--- src/rtl/hazard_pkg.sv ---
// rtl/hazard_pkg.sv - shared types and constants for the hazard/forwarding unit
package hazard_pkg;

  localparam int FWD_RF   = 0;
  // Tracked destinations are stored zero-extended so one entry type serves any RA_W up to this width.
  localparam int RA_W_MAX = 8;

  typedef struct packed {
    logic                v;
    logic                we;
    logic [RA_W_MAX-1:0] dst;
    logic                ld;
  } entry_t;

endpackage

--- src/rtl/hazard_fwd_unit_if.sv ---
// rtl/hazard_fwd_unit_if.sv - decode-side bundle between decode and the hazard/forwarding unit
interface hazard_fwd_unit_if #(
  parameter int RA_W  = 5,
  parameter int SEL_W = 2
);

  logic            id_valid;
  logic [RA_W-1:0] id_src_a;
  logic [RA_W-1:0] id_src_b;
  logic            id_use_a;
  logic            id_use_b;
  logic [RA_W-1:0] id_dst;
  logic            id_we;
  logic            id_load;
  logic            flush;

  logic [SEL_W-1:0] fwd_sel_a;
  logic [SEL_W-1:0] fwd_sel_b;
  logic             stall;
  logic [15:0]      stall_cnt;

  modport master (
    output id_valid, id_src_a, id_src_b, id_use_a, id_use_b,
    output id_dst, id_we, id_load, flush,
    input  fwd_sel_a, fwd_sel_b, stall, stall_cnt
  );

  modport slave (
    input  id_valid, id_src_a, id_src_b, id_use_a, id_use_b,
    input  id_dst, id_we, id_load, flush,
    output fwd_sel_a, fwd_sel_b, stall, stall_cnt
  );

endinterface

--- src/rtl/hazard_fwd_unit_fwd_match.sv ---
// rtl/hazard_fwd_unit_fwd_match.sv - per-operand producer scan: forward select and load-hit flag
module fwd_match
  import hazard_pkg::*;
#(
  parameter int STAGES   = 3,
  parameter int LOAD_LAT = 1,
  parameter int SEL_W    = 2
) (
  input  entry_t [STAGES:1]   ents,
  input  logic [RA_W_MAX-1:0] src,
  input  logic                use_src,
  input  logic                valid,
  output logic [SEL_W-1:0]    sel,
  output logic                load_hit
);

  // Oldest to youngest so the last assignment left standing is the nearest producer.
  always_comb begin
    sel      = SEL_W'(FWD_RF);
    load_hit = 1'b0;
    for (int k = STAGES; k >= 1; k--) begin
      if (ents[k].v && ents[k].we && (ents[k].dst == src) &&
          (src != '0) && use_src && valid) begin
        sel = SEL_W'(k);
        if (ents[k].ld && (k <= LOAD_LAT)) begin
          load_hit = 1'b1;
        end
      end
    end
  end

endmodule

--- src/rtl/hazard_fwd_unit.sv ---
// rtl/hazard_fwd_unit.sv - tracks in-flight destinations, drives bypass selects and load-use stall
module hazard_fwd_unit
  import hazard_pkg::*;
#(
  parameter int  RA_W     = 5,
  parameter int  STAGES   = 3,
  parameter int  LOAD_LAT = 1,
  localparam int SEL_W    = $clog2(STAGES + 1)
) (
  input  logic               clk,
  input  logic               reset,
  hazard_fwd_unit_if.slave   bus
);

  entry_t [STAGES:1]   pipe;
  entry_t              new_ent;
  logic [RA_W_MAX-1:0] src_a;
  logic [RA_W_MAX-1:0] src_b;
  logic [SEL_W-1:0]    sel_a;
  logic [SEL_W-1:0]    sel_b;
  logic                hit_a;
  logic                hit_b;
  logic                stall;
  logic [15:0]         cnt_q;

  assign src_a = RA_W_MAX'(bus.id_src_a);
  assign src_b = RA_W_MAX'(bus.id_src_b);

  fwd_match #(
    .STAGES   (STAGES),
    .LOAD_LAT (LOAD_LAT),
    .SEL_W    (SEL_W)
  ) u_match_a (
    .ents     (pipe),
    .src      (src_a),
    .use_src  (bus.id_use_a),
    .valid    (bus.id_valid),
    .sel      (sel_a),
    .load_hit (hit_a)
  );

  fwd_match #(
    .STAGES   (STAGES),
    .LOAD_LAT (LOAD_LAT),
    .SEL_W    (SEL_W)
  ) u_match_b (
    .ents     (pipe),
    .src      (src_b),
    .use_src  (bus.id_use_b),
    .valid    (bus.id_valid),
    .sel      (sel_b),
    .load_hit (hit_b)
  );

  // A squashed decode instruction cannot be waiting on anything.
  assign stall = (hit_a || hit_b) && !bus.flush;

  always_comb begin
    new_ent = '0;
    if (bus.id_valid && !stall && !bus.flush) begin
      new_ent.v   = 1'b1;
      new_ent.we  = bus.id_we;
      new_ent.dst = RA_W_MAX'(bus.id_dst);
      new_ent.ld  = bus.id_load;
    end
  end

  always_ff @(posedge clk) begin
    if (!reset) begin
      pipe  <= '0;
      cnt_q <= '0;
    end else begin
      pipe <= {pipe[STAGES-1:1], new_ent};
      if (stall && (cnt_q != 16'hFFFF)) begin
        cnt_q <= cnt_q + 16'd1;
      end
    end
  end

  assign bus.fwd_sel_a = sel_a;
  assign bus.fwd_sel_b = sel_b;
  assign bus.stall     = stall;
  assign bus.stall_cnt = cnt_q;

endmodule

--- src/flat_wrapper.sv ---
// flat-port wrapper written by rule: the top's interface ports become plain ports
module hazard_fwd_unit_flat import hazard_pkg::*;
#(
  parameter int  RA_W     = 5,
  parameter int  STAGES   = 3,
  parameter int  LOAD_LAT = 1,
  localparam int SEL_W    = $clog2(STAGES + 1)
)
  (clk, reset, bus_id_valid, bus_id_src_a, bus_id_src_b, bus_id_use_a, bus_id_use_b, bus_id_dst, bus_id_we, bus_id_load, bus_flush, bus_fwd_sel_a, bus_fwd_sel_b, bus_stall, bus_stall_cnt);
  hazard_fwd_unit_if #(.RA_W(RA_W), .SEL_W(2)) bus_i ();
  input  logic clk;
  input  logic reset;
  input wire logic [$bits(bus_i.id_valid)-1:0] bus_id_valid;
  input wire logic [$bits(bus_i.id_src_a)-1:0] bus_id_src_a;
  input wire logic [$bits(bus_i.id_src_b)-1:0] bus_id_src_b;
  input wire logic [$bits(bus_i.id_use_a)-1:0] bus_id_use_a;
  input wire logic [$bits(bus_i.id_use_b)-1:0] bus_id_use_b;
  input wire logic [$bits(bus_i.id_dst)-1:0] bus_id_dst;
  input wire logic [$bits(bus_i.id_we)-1:0] bus_id_we;
  input wire logic [$bits(bus_i.id_load)-1:0] bus_id_load;
  input wire logic [$bits(bus_i.flush)-1:0] bus_flush;
  output wire logic [$bits(bus_i.fwd_sel_a)-1:0] bus_fwd_sel_a;
  output wire logic [$bits(bus_i.fwd_sel_b)-1:0] bus_fwd_sel_b;
  output wire logic [$bits(bus_i.stall)-1:0] bus_stall;
  output wire logic [$bits(bus_i.stall_cnt)-1:0] bus_stall_cnt;
  assign bus_i.id_valid = bus_id_valid;
  assign bus_i.id_src_a = bus_id_src_a;
  assign bus_i.id_src_b = bus_id_src_b;
  assign bus_i.id_use_a = bus_id_use_a;
  assign bus_i.id_use_b = bus_id_use_b;
  assign bus_i.id_dst = bus_id_dst;
  assign bus_i.id_we = bus_id_we;
  assign bus_i.id_load = bus_id_load;
  assign bus_i.flush = bus_flush;
  assign bus_fwd_sel_a = bus_i.fwd_sel_a;
  assign bus_fwd_sel_b = bus_i.fwd_sel_b;
  assign bus_stall = bus_i.stall;
  assign bus_stall_cnt = bus_i.stall_cnt;
  hazard_fwd_unit #(.RA_W(RA_W), .STAGES(STAGES), .LOAD_LAT(LOAD_LAT)) u_core (.clk(clk), .reset(reset), .bus(bus_i));
endmodule
--- config.mk ---
export PLATFORM = sky130hd
export DESIGN_NAME = hazard_fwd_unit_flat
export DESIGN_NICKNAME = d
export VERILOG_FILES = /design/src/rtl/hazard_pkg.sv /design/src/rtl/hazard_fwd_unit_if.sv /design/src/rtl/hazard_fwd_unit_fwd_match.sv /design/src/rtl/hazard_fwd_unit.sv /design/src/flat_wrapper.sv
export SDC_FILE = /design/constraint.sdc
export NUM_CORES = 1
export LEC_CHECK = 0
export ABC_AREA = 0
export CORE_MARGIN = 5
export CORE_UTILIZATION = 40
export CTS_BUF_LIST = sky130_fd_sc_hd__clkbuf_4
export DETAILED_ROUTE_END_ITERATION = 12
export GPL_TIMING_DRIVEN = 0
export PLACE_DENSITY_LB_ADDON = 0.15
export SLEW_MARGIN = 20
export SYNTH_ARGS = -nofsm -noshare
export SYNTH_HDL_FRONTEND = slang
export SYNTH_SLANG_ARGS = --single-unit
--- constraint.sdc ---
create_clock -name clk -period 4 [get_ports clk]
set_clock_uncertainty 0.15 [all_clocks]
set_input_delay 0.8 -clock clk [delete_from_list [all_inputs] [get_ports clk]]
set_output_delay 0.8 -clock clk [all_outputs]
set_load 0.02 [all_outputs]
=== Yosys cells after proc, flatten, opt, wreduce, memory -nomap -nowiden ===
Index checks and enable logic that the tools add are counted.
W data, S select, Z words.

* Eq/ne operators: 7
* Shift-type cells: 0
* Muxes and demuxes: 10
* $lt $le $gt $ge: 0
* Divide/modulo/power cells: 0
* Bitwise gates (word level): 0
* Add/sub/neg operators: 1
* Reductions and logical operators: 37
* $mul: 0

{| class="wikitable"
|+ Operators with widths
! kind !! count
|-
| $eq A8 B5 Y1 || 6
|-
| $logic_and A1 B1 Y1 || 31
|-
| $add A16 B1 Y16 const B || 1
|-
| $ne A16 B16 Y1 const B || 1
|-
| $reduce_bool A8 Y1 || 2
|-
| $mux W2 || 6
|-
| $mux W11 || 1
|-
| $mux W1 || 3
|-
| $logic_not A1 Y1 || 2
|-
| $reduce_and A2 Y1 || 1
|-
| $logic_or A1 B1 Y1 || 1
|}

* Latch bits: 0
* Memories kept: 0
* Register bits: 47
* ROM bits: 0
* Memory bits (writable): 0

=== Logic depth before layout (Yosys ltp) ===
Gate-level depths: netlist (run 1).

* Depth after elaboration: 12
* Mapped depth: 8

=== Hierarchy ===
From an unflattened synthesis (run 1), not the netlist that was laid out.

* Cell total of the unflattened synthesis: 239
* Area, all modules: 2243.4 um^2

{| class="wikitable"
|+ Modules (own cells, without submodules)
! module !! times used !! sequential area each (um^2) !! area each (um^2) !! cells each
|-
| hazard_fwd_unit || 1 || 800.8 || 1527.7 || 149
|-
| fwd_match || 2 || 0.0 || 357.8 || 45
|}

=== Worst setup path after synthesis (run 1) ===
No wires, ideal clock.

* Path type: input -> output
* Start point: input bus_id_src_a[0]
* End point: output bus_fwd_sel_a[1]
* Slack: 1015 ps
* Data arrival time: 2035 ps
* Required time: 3050 ps
* Stages on the path: 4
* Cells stage by stage: or4_1 -> o211ai_2 -> nor4_4 -> a21oi_1

* Longest elaborated chain between the ends: 8
* Elaborated cells between the ends (all ways): 19
* Those cells by class: eq/ne: 3; mux: 3; reduce/logical: 13

{| class="wikitable"
|+ RTL lines
! element !! RTL line !! source
|-
| from (decl) || flat_wrapper.sv:14 || <nowiki>input wire logic [$bits(bus_i.id_src_a)-1:0] bus_id_src_a;</nowiki>
|-
| $eq A8 B5 Y1 || hazard_fwd_unit_fwd_match.sv:22 || <nowiki>if (ents[k].v && ents[k].we && (ents[k].dst == src) &&</nowiki>
|-
| $logic_and A1 B1 Y1 (2 in series) || hazard_fwd_unit_fwd_match.sv:22 ||
|-
| $logic_and A1 B1 Y1 (2 in series) || hazard_fwd_unit_fwd_match.sv:23 || <nowiki>(src != '0) && use_src && valid) begin</nowiki>
|-
| $mux W2 (2 in series) || hazard_fwd_unit_fwd_match.sv:22 ||
|-
| $mux W2 (*) || hazard_fwd_unit_fwd_match.sv:22 ||
|-
| to (decl) || flat_wrapper.sv:22 || <nowiki>output wire logic [$bits(bus_i.fwd_sel_a)-1:0] bus_fwd_sel_a;</nowiki>
|}

Mark *: on every way between the ends. The rest lies on a longest branch, timed or not.

=== Worst setup path after layout (run 1) ===
* Start point: input bus_id_src_a[0]
* End point: output bus_stall

* Longest elaborated chain between the ends: 8
* Elaborated cells between the ends (all ways): 9
* Those cells by class: eq/ne: 1; mux: 1; reduce/logical: 7

{| class="wikitable"
|+ RTL lines
! element !! RTL line !! source
|-
| $eq A8 B5 Y1 || hazard_fwd_unit_fwd_match.sv:22 ||
|-
| $logic_and A1 B1 Y1 || hazard_fwd_unit_fwd_match.sv:22 ||
|-
| $logic_and A1 B1 Y1 (*) || hazard_fwd_unit_fwd_match.sv:22 ||
|-
| $logic_and A1 B1 Y1 (*) (2 in series) || hazard_fwd_unit_fwd_match.sv:23 ||
|-
| $mux W1 (*) || hazard_fwd_unit_fwd_match.sv:22 ||
|-
| $logic_or A1 B1 Y1 (*) || hazard_fwd_unit.sv:56 || <nowiki>assign stall = (hit_a || hit_b) && !bus.flush;</nowiki>
|-
| $logic_and A1 B1 Y1 (*) || hazard_fwd_unit.sv:56 ||
|-
| to (decl) || flat_wrapper.sv:24 || <nowiki>output wire logic [$bits(bus_i.stall)-1:0] bus_stall;</nowiki>
|}

Marks and branches as above.

==> metrics.md, run 1 <==
| Metric | Value |
|---|---|
| Outcome | completed |
| I/O Pins | 44 |
| Slew margin rel. | 67.18% |
| Clock Latency Late Sink | around 0.35 ns |
| Unique masters post-synth | 34 |
| Leak | ~0.9 nW |
| DIE HEIGHT | 78.13 um |
| Core area | around 4400 sq um |
| Crit Path Max Fanout | 4 |
| Total Neg Setup Slack | 0 ns |
| Top cell type's share of synthesized area | between 40 and 50% |
| Seq/Total Area, Yosys | 40.97% |
| Post-synth top area cell | dfxtp_1 |
| Worst-Margin Slew | between 0.4 and 0.5 ns |
| Number of H-tree levels | 2 |
| Switch Pwr | about 170 uW |
| Maximum clock insertion buffer count | 2 |
| Via count | around 1600 |
| Hold Path Class | flop to flop |
| Buffers on Ports | 42 |
| Maximum vdd drop | about 190 uV |
| Hold Fails Final Rpt | 0 |
| Multi-input gate area | around 1100 sq um |
| Post-CTS Hold Fix Bufs | 0 |
| Pwr dens | a little under 300 nW/um^2 |
| Power, Total | just over 700 uW |
| Diode count | 0 |
| Max-Cap Viols | 0 |
| Die width | a little under 80 um |
| Final period util | 98.13% |
| Final Max Slew Viols | 0 |
| Antenna viol nets, final | 0 |
| Largest net degree at the start of global routing | 14 |
| Total Nets Final | ~280 |
| Min cycle time layout | roughly 4 ns |
| Final Non-Filler Cells | 307 |
| DP Wirelength | approximately 3400 um |
| Die area | about 6100 sq um |
| CTS tree | yes |
| RD Place Congestion | approximately 0.8 |
| RSZ-0062 raised after global routing | false |
| Num rows | 24 |
| Post-route DRC | 0 |
| Flop pwr share | a little over half |
| Total wire length | around 4400 um |
| FMAX | between 0.2 and 0.3 GHz |
| Hold Slack | just over 0.3 ns |
| Initial antenna violation count | 0 |
| Commonest cells in the netlist | dfxtp_1, xnor2_1, and2_1 |
| Synth Cell Area | roughly 1900 sq um |
| Sink Count | 38 |
| Final setup margin | 0.07494 ns |
| Critical path endpoint category | primary output |
| P_int | roughly 550 uW |
| Syn Nets | approximately 230 |
| Root buf cell | clkbuf_4 |
| Worst EP required | 3.05 ns |
| Register area | roughly 760 sq um |
| Vias in the first global route | 1528 |
| Asr flop ratio synth | 0% |
| Proportion of layout cells with a drive suffix above 1 | around 7.8% |
| CP Data Arrival Time | 2.98 ns |
| Final setup violating endpoints | 0 |
| Post-Syn Area per Cell | approximately 9 sq um |
| Post-placement worst setup slack | -0.1877 ns |
| Gr usage total | 14.85% |
| Placed insts | 295 |
| Starting Density | a little over two fifths |
| Switching share of power | 23.54% |
| Via-to-Cell Ratio | 5.179 |
| Worst Setup Start Kind | input pin |
| Clock network power share | a little under two fifths |
| Gate power share | 9.1% |
| YS warnings | 0 |
| Layout filler cell count | ~420 |
| #FFs+latches synth | 38 |
| Synth-to-Final Area Change | 32.82% |
| Prevailing post-synth register cell | dfxtp_1 |
| Critical path class | input pin to primary output |
| Drt first pass iters | 4 |
| Most common cell in the synthesized netlist | dfxtp_1 |
| Grt total ovfl | 0 |
| TritonCTS buffer count | 5 |
| EDFF count, synth | 0 |
| Initial DRC count | 59 |
| Top cells by area, synth | dfxtp_1, xnor2_1, and2_1 |
| First-pass GRT wire length | roughly 7300 um |
| Wire length per cell | between 10 and 15 um |
| Syn Inst Count | roughly 200 |
| Clock slew at reported path FFs | 0.12 ns |
## metal layers
layer  global-route usage (%)  routed length, um
met1                    21.06               2157
met4                    3.547                 43
met3                    4.005                216
met2                    22.35               2032
met5                        0                  0
## metrics by stage
stage,util [%],instance area [sq um]
CTS,55.39,2445
global placement,53.06,2342
global route,55.87,2466
detailed placement,53.06,2342
finish,55.87,2466
floorplan,-,1857
## cells in the final DEF (no fill, tap or decap), types with 2 or more instances in the layout
| master | Yosys | final |
|---|---|---|
| a21oi_1 | 11 | 11 |
| a31oi_1 | 2 | 2 |
| and2_1 | 21 | 21 |
| and3_1 | 3 | 3 |
| buf_4 | 1 | 5 |
| clkbuf_1 | 3 | 3 |
| clkbuf_4 | 0 | 5 |
| clkdlybuf4s50_1 | 0 | 38 |
| clkinvlp_4 | 0 | 2 |
| dfxtp_1 | 38 | 38 |
| dlygate4sd2_1 | 0 | 2 |
| dlymetal6s2s_1 | 0 | 2 |
| inv_1 | 5 | 5 |
| nand2_1 | 10 | 10 |
| nand2b_1 | 3 | 3 |
| nand3_1 | 6 | 6 |
| nand4_1 | 7 | 7 |
| nor2_1 | 9 | 9 |
| nor4_1 | 2 | 2 |
| nor4_4 | 2 | 2 |
| o2111ai_1 | 3 | 3 |
| o211ai_2 | 3 | 2 |
| o21ai_0 | 5 | 5 |
| o21ai_1 | 4 | 4 |
| o31ai_1 | 2 | 2 |
| or3_1 | 8 | 8 |
| or4_1 | 9 | 9 |
| xnor2_1 | 24 | 24 |
| xor2_1 | 10 | 10 |
## cell families after synthesis
| kind of cell | share of synthesized area, % |
|---|---|
| compound gates | 12.47 |
| fa+ha+maj | 0.6737 |
| simple gates | 27.56 |
| xor+xnor | 16.04 |
| flops | 40.97 |
| buf+inv | 2.291 |
## power by group through the flow
stage / Combinational [mW] / Sequential [mW] / Clock (mW)
global placement: 0.0635 / 0.395 / 0
finish: 0.0658 / 0.386 / 0.267
floorplan: 0.0292 / 0.394 / 0
global route: 0.0708 / 0.387 / 0.291
detailed placement: 0.0643 / 0.395 / 0
CTS: 0.0648 / 0.386 / 0.275
## what timing repair did
| action | in CTS | in global routing |
|---|---|---|
| setup buffers | 3 | 1 |
| setup endpoints to repair | 5 | 3 |
| gates resized for setup | 2 | 3 |
| pin swaps | 3 | 3 |
## final cells by class
class | count | share of cell area, %
tap | 52 | 2.638
clock inverter | 3 | 1.826
clock buffer | 5 | 1.522
sequential | 38 | 30.85
inverter | 5 | 0.7610
timing repair buffer | 46 | 18.37
buffer | 5 | 0.9640
multi-input combinational | 153 | 43.07
## worst max-delay path, stage by stage
cell	delay (ns)
clkdlybuf4s50_1	0.52
or4_1	0.61
o211ai_4	0.25
nor4_4	0.10
nor2_1	0.11
nor2_1	0.06
clkdlybuf4s50_1	0.53
## state kept, by name, indices dropped and copies added (netlist names)
name	flops
u_core.pipe	22
u_core.bus.stall_cnt	16
## path summary, 6_finish.rpt
kind,startpoint,end,slack [ns],cells after the start
max,bus_id_src_a[0],bus_stall,0.07,7
min,u_core.pipe[21],u_core.pipe[32],0.31,1
max reg2reg,u_core.bus.stall_cnt[0],u_core.bus.stall_cnt[8],1.86,7
min reg2reg,u_core.pipe[21],u_core.pipe[32],0.31,1
Note: power is estimated with default switching activity, not from simulation.
==> inputs of run 2 (changes only) <==
Settings changed: SLEW_MARGIN 20 to default.
==> results of run 2 <==
Same layout as run 1: the final DEF is identical, and so are final timing and power.
==> inputs of run 3 (changes only) <==
Settings changed: REMOVE_ABC_BUFFERS from default to 1, SLEW_MARGIN from default to 20.
==> run 3 against run 2 <==
Compared with the run above:
- total power is 7.1% higher
- largest power group unchanged
- largest cell class unchanged
- clock power is 20% higher
- non-clock buffer count is 7 lower
- sequential power hardly changed
- wire length is 9.6% lower
- register-to-register slack worse by 0.11 ns
- design area is 1.4% lower
- combinational power is 4.9% lower
- sequential cell count stayed put
- die area stayed put
==> metrics.md, run 3 (synthesis results as in run 1) <==
| Metric | Value |
|---|---|
| Antenna viol nets, final | 0 (unchanged) |
| Drt first pass iters | 4 (unchanged) |
| Final setup margin | 0.2533 ns (+0.1783 ns) |
| Vias in the first global route | 1523 (-0.33%) |
| Most frequent cells in the layout | clkdlybuf4s50_1, dfxtp_1, xnor2_1 |
| Worst EP required | 3.05 ns (about the same) |
| Diode count | 0 (unchanged) |
| Via count | 1527 (-4.0%) |
| First-pass GRT wire length | 6955 um (-5.2%) |
| Largest Register | u_core.pipe |
| Die area | 6104 sq um (unchanged) |
| Final Max Slew Viols | 0 (unchanged) |
| Proportion of layout cells with a drive suffix above 1 | 5.645% (-2.2 points) |
| Hold Path Class | flop to flop |
| Die width | 78.13 um (unchanged) |
| DIE HEIGHT | 78.13 um (unchanged) |
| Root buf cell | clkbuf_4 |
| Switch Pwr | 159.7 uW (-5.7%) |
| Multi-input gate area | 1054 sq um (-0.82%) |
| Maximum clock insertion buffer count | 2 (unchanged) |
| Worst min-delay path startpoint | u_core.pipe[9] |
| Wire length per cell | 13.41 um (-7.5%) |
| Number of H-tree levels | 2 (unchanged) |
| CP startpoint | bus_id_src_b[0] |
| Layout filler cell count | 419 (+0.24%) |
| Total wire length | 4023 um (-9.6%) |
| P_int | 610.3 uW (+11%) |
| Crit Path Max Fanout | 4 (unchanged) |
| Via-to-Cell Ratio | 5.090 (-1.7%) |
| Sink Count | 38 (unchanged) |
| Largest net degree at the start of global routing | 21 (+7) |
| CTS tree | yes |
| CP top delay family | simple AND/OR/NAND/NOR gates |
| CP max stage cell | or4_1 |
| RSZ-0062 raised after global routing | false |
| Flop pwr share | 50.1% (-3.6 points) |
| Placed Instance Area | 2328 sq um (-0.59%) |
| Post-CTS Hold Fix Bufs | 0 (unchanged) |
| Max reg flops | 22 (unchanged) |
| Hold Fails Final Rpt | 0 (unchanged) |
| Min cycle time layout | 3.747 ns (-0.1783 ns) |
| RD Place Congestion | 0.8740 (+9.8%) |
| Final Non-Filler Cells | 300 (-2.3%) |
| Leak | 0.8492 nW (-3.9%) |
| Clock network power share | 41.7% (+4.6 points) |
| Critical path endpoint category | primary output |
| Crit path buffers/inverters | 2 (unchanged) |
| Outcome | completed |
| Num rows | 24 (unchanged) |
| Initial antenna violation count | 0 (unchanged) |
| Post-placement worst setup slack | -0.09061 ns (+0.09705 ns) |
| Worst Setup Start Kind | input pin |
| Register area | 760.7 sq um (unchanged) |
| Cells along the critical path | clkdlybuf4s50_1 > or4_1 > o211ai_2 > or4_1 > nand2b_1 > nand2b_1 > dlygate4sd2_1 |
| DP Wirelength | 3105 um (-7.4%) |
| Initial DRC count | 54 (-8.5%) |
| Core area | 4414 sq um (unchanged) |
| FMAX | 0.2669 GHz (+4.8%) |
| Placed insts | 291 (-1.4%) |
| RR Startpoint | u_core.pipe[4] |
| Synth-to-Final Area Change | 30.93% |
| Hold Slack | 0.3185 ns (+0.01145 ns) |
| Worst-Margin Slew | 0.6067 ns (+0.1144 ns) |
| Clock slew at reported path FFs | 0.11 ns (about the same) |
| Clock Latency Late Sink | 0.35 ns (about the same) |
| Pwr dens | 316.7 nW/um^2 (+8.6%) |
| Slew margin rel. | 59.43% (-7.8 points) |
| Critical path class | input pin to primary output |
| Buffers on Ports | 43 (+2.4%) |
| Switching share of power | 20.74% (-2.8 points) |
| Final period util | 93.67% (-4.5 points) |
| Total Nets Final | 271 (-2.5%) |
| Gate power share | 8.1% (-1.0 points) |
| Starting Density | 42.06% (unchanged) |
| Grt total ovfl | 0 (unchanged) |
| Final setup violating endpoints | 0 (unchanged) |
| I/O Pins | 44 (unchanged) |
| Post-route DRC | 0 (unchanged) |
| CP Data Arrival Time | 2.80 ns (-0.18 ns) |
| Final Cell Area | 2431 sq um (-1.4%) |
| CP max stage delay | 0.59 ns (-0.02 ns) |
| Gr usage total | 13.97% (-0.88 points) |
| TritonCTS buffer count | 5 (unchanged) |
| Max-Cap Viols | 0 (unchanged) |
| Maximum vdd drop | 186.4 uV (-4.0%) |
==> run 3: what timing repair did <==
item | CTS | global route
resized for setup | 5 | 0
setup endpoints to repair | 5 | 0
buffers inserted | 1 | 0
==> run 3: metrics by stage <==
| stage | power, mW | utilization (%) | TNS [ns] |
|---|---|---|---|
| detailed placement | 0.4575 | 52.75 | -0.1834 |
| global route | 0.8032 | 55.07 | 0 |
| floorplan | 0.4206 | - | 0 |
| global placement | 0.4576 | 52.75 | -0.2075 |
| CTS | 0.7774 | 55.07 | 0 |
| finish | 0.7700 | 55.07 | 0 |
==> run 3: path summary, 6_finish.rpt <==
| path | slack (ns) | depth (start not counted) | endpoint |
|---|---|---|---|
| max | 0.25 | 7 | bus_fwd_sel_b[0] |
| min | 0.32 | 1 | u_core.pipe[20] |
| max reg2reg | 1.75 | 6 | u_core.bus.stall_cnt[8] |
| min reg2reg | 0.32 | 1 | u_core.pipe[20] |
==> run 3: cell type report <==
cell class | instances | share of cell area, %
Sequential cell | 38 | 31.29
Clock buffer | 5 | 1.544
Inverter | 5 | 0.7720
Tap cell | 52 | 2.676
Multi-Input combinational cell | 153 | 43.34
Clock inverter | 3 | 2.625
Timing Repair Buffer | 44 | 17.76
==> run 3: metal layers <==
| metal | global-route usage (%) | vias to the layer above | wire length, um |
|---|---|---|---|
| met3 | 4.005 | 4 | 214 |
| met4 | 5.574 | 0 | 39 |
| met2 | 21.03 | 35 | 1801 |
| met5 | 0 | - | 0 |
| li1 | - | 808 | - |
| met1 | 18.76 | 680 | 1967 |
==> run 3: power by group through the flow <==
stage	Clock, mW	Combinational, mW	Sequential, mW
after floorplan	0	0.0267	0.394
after detailed placement	0	0.0627	0.395
after global placement	0	0.0629	0.395
after global routing	0.348	0.0684	0.387
after CTS	0.328	0.0631	0.386
final	0.321	0.0626	0.386
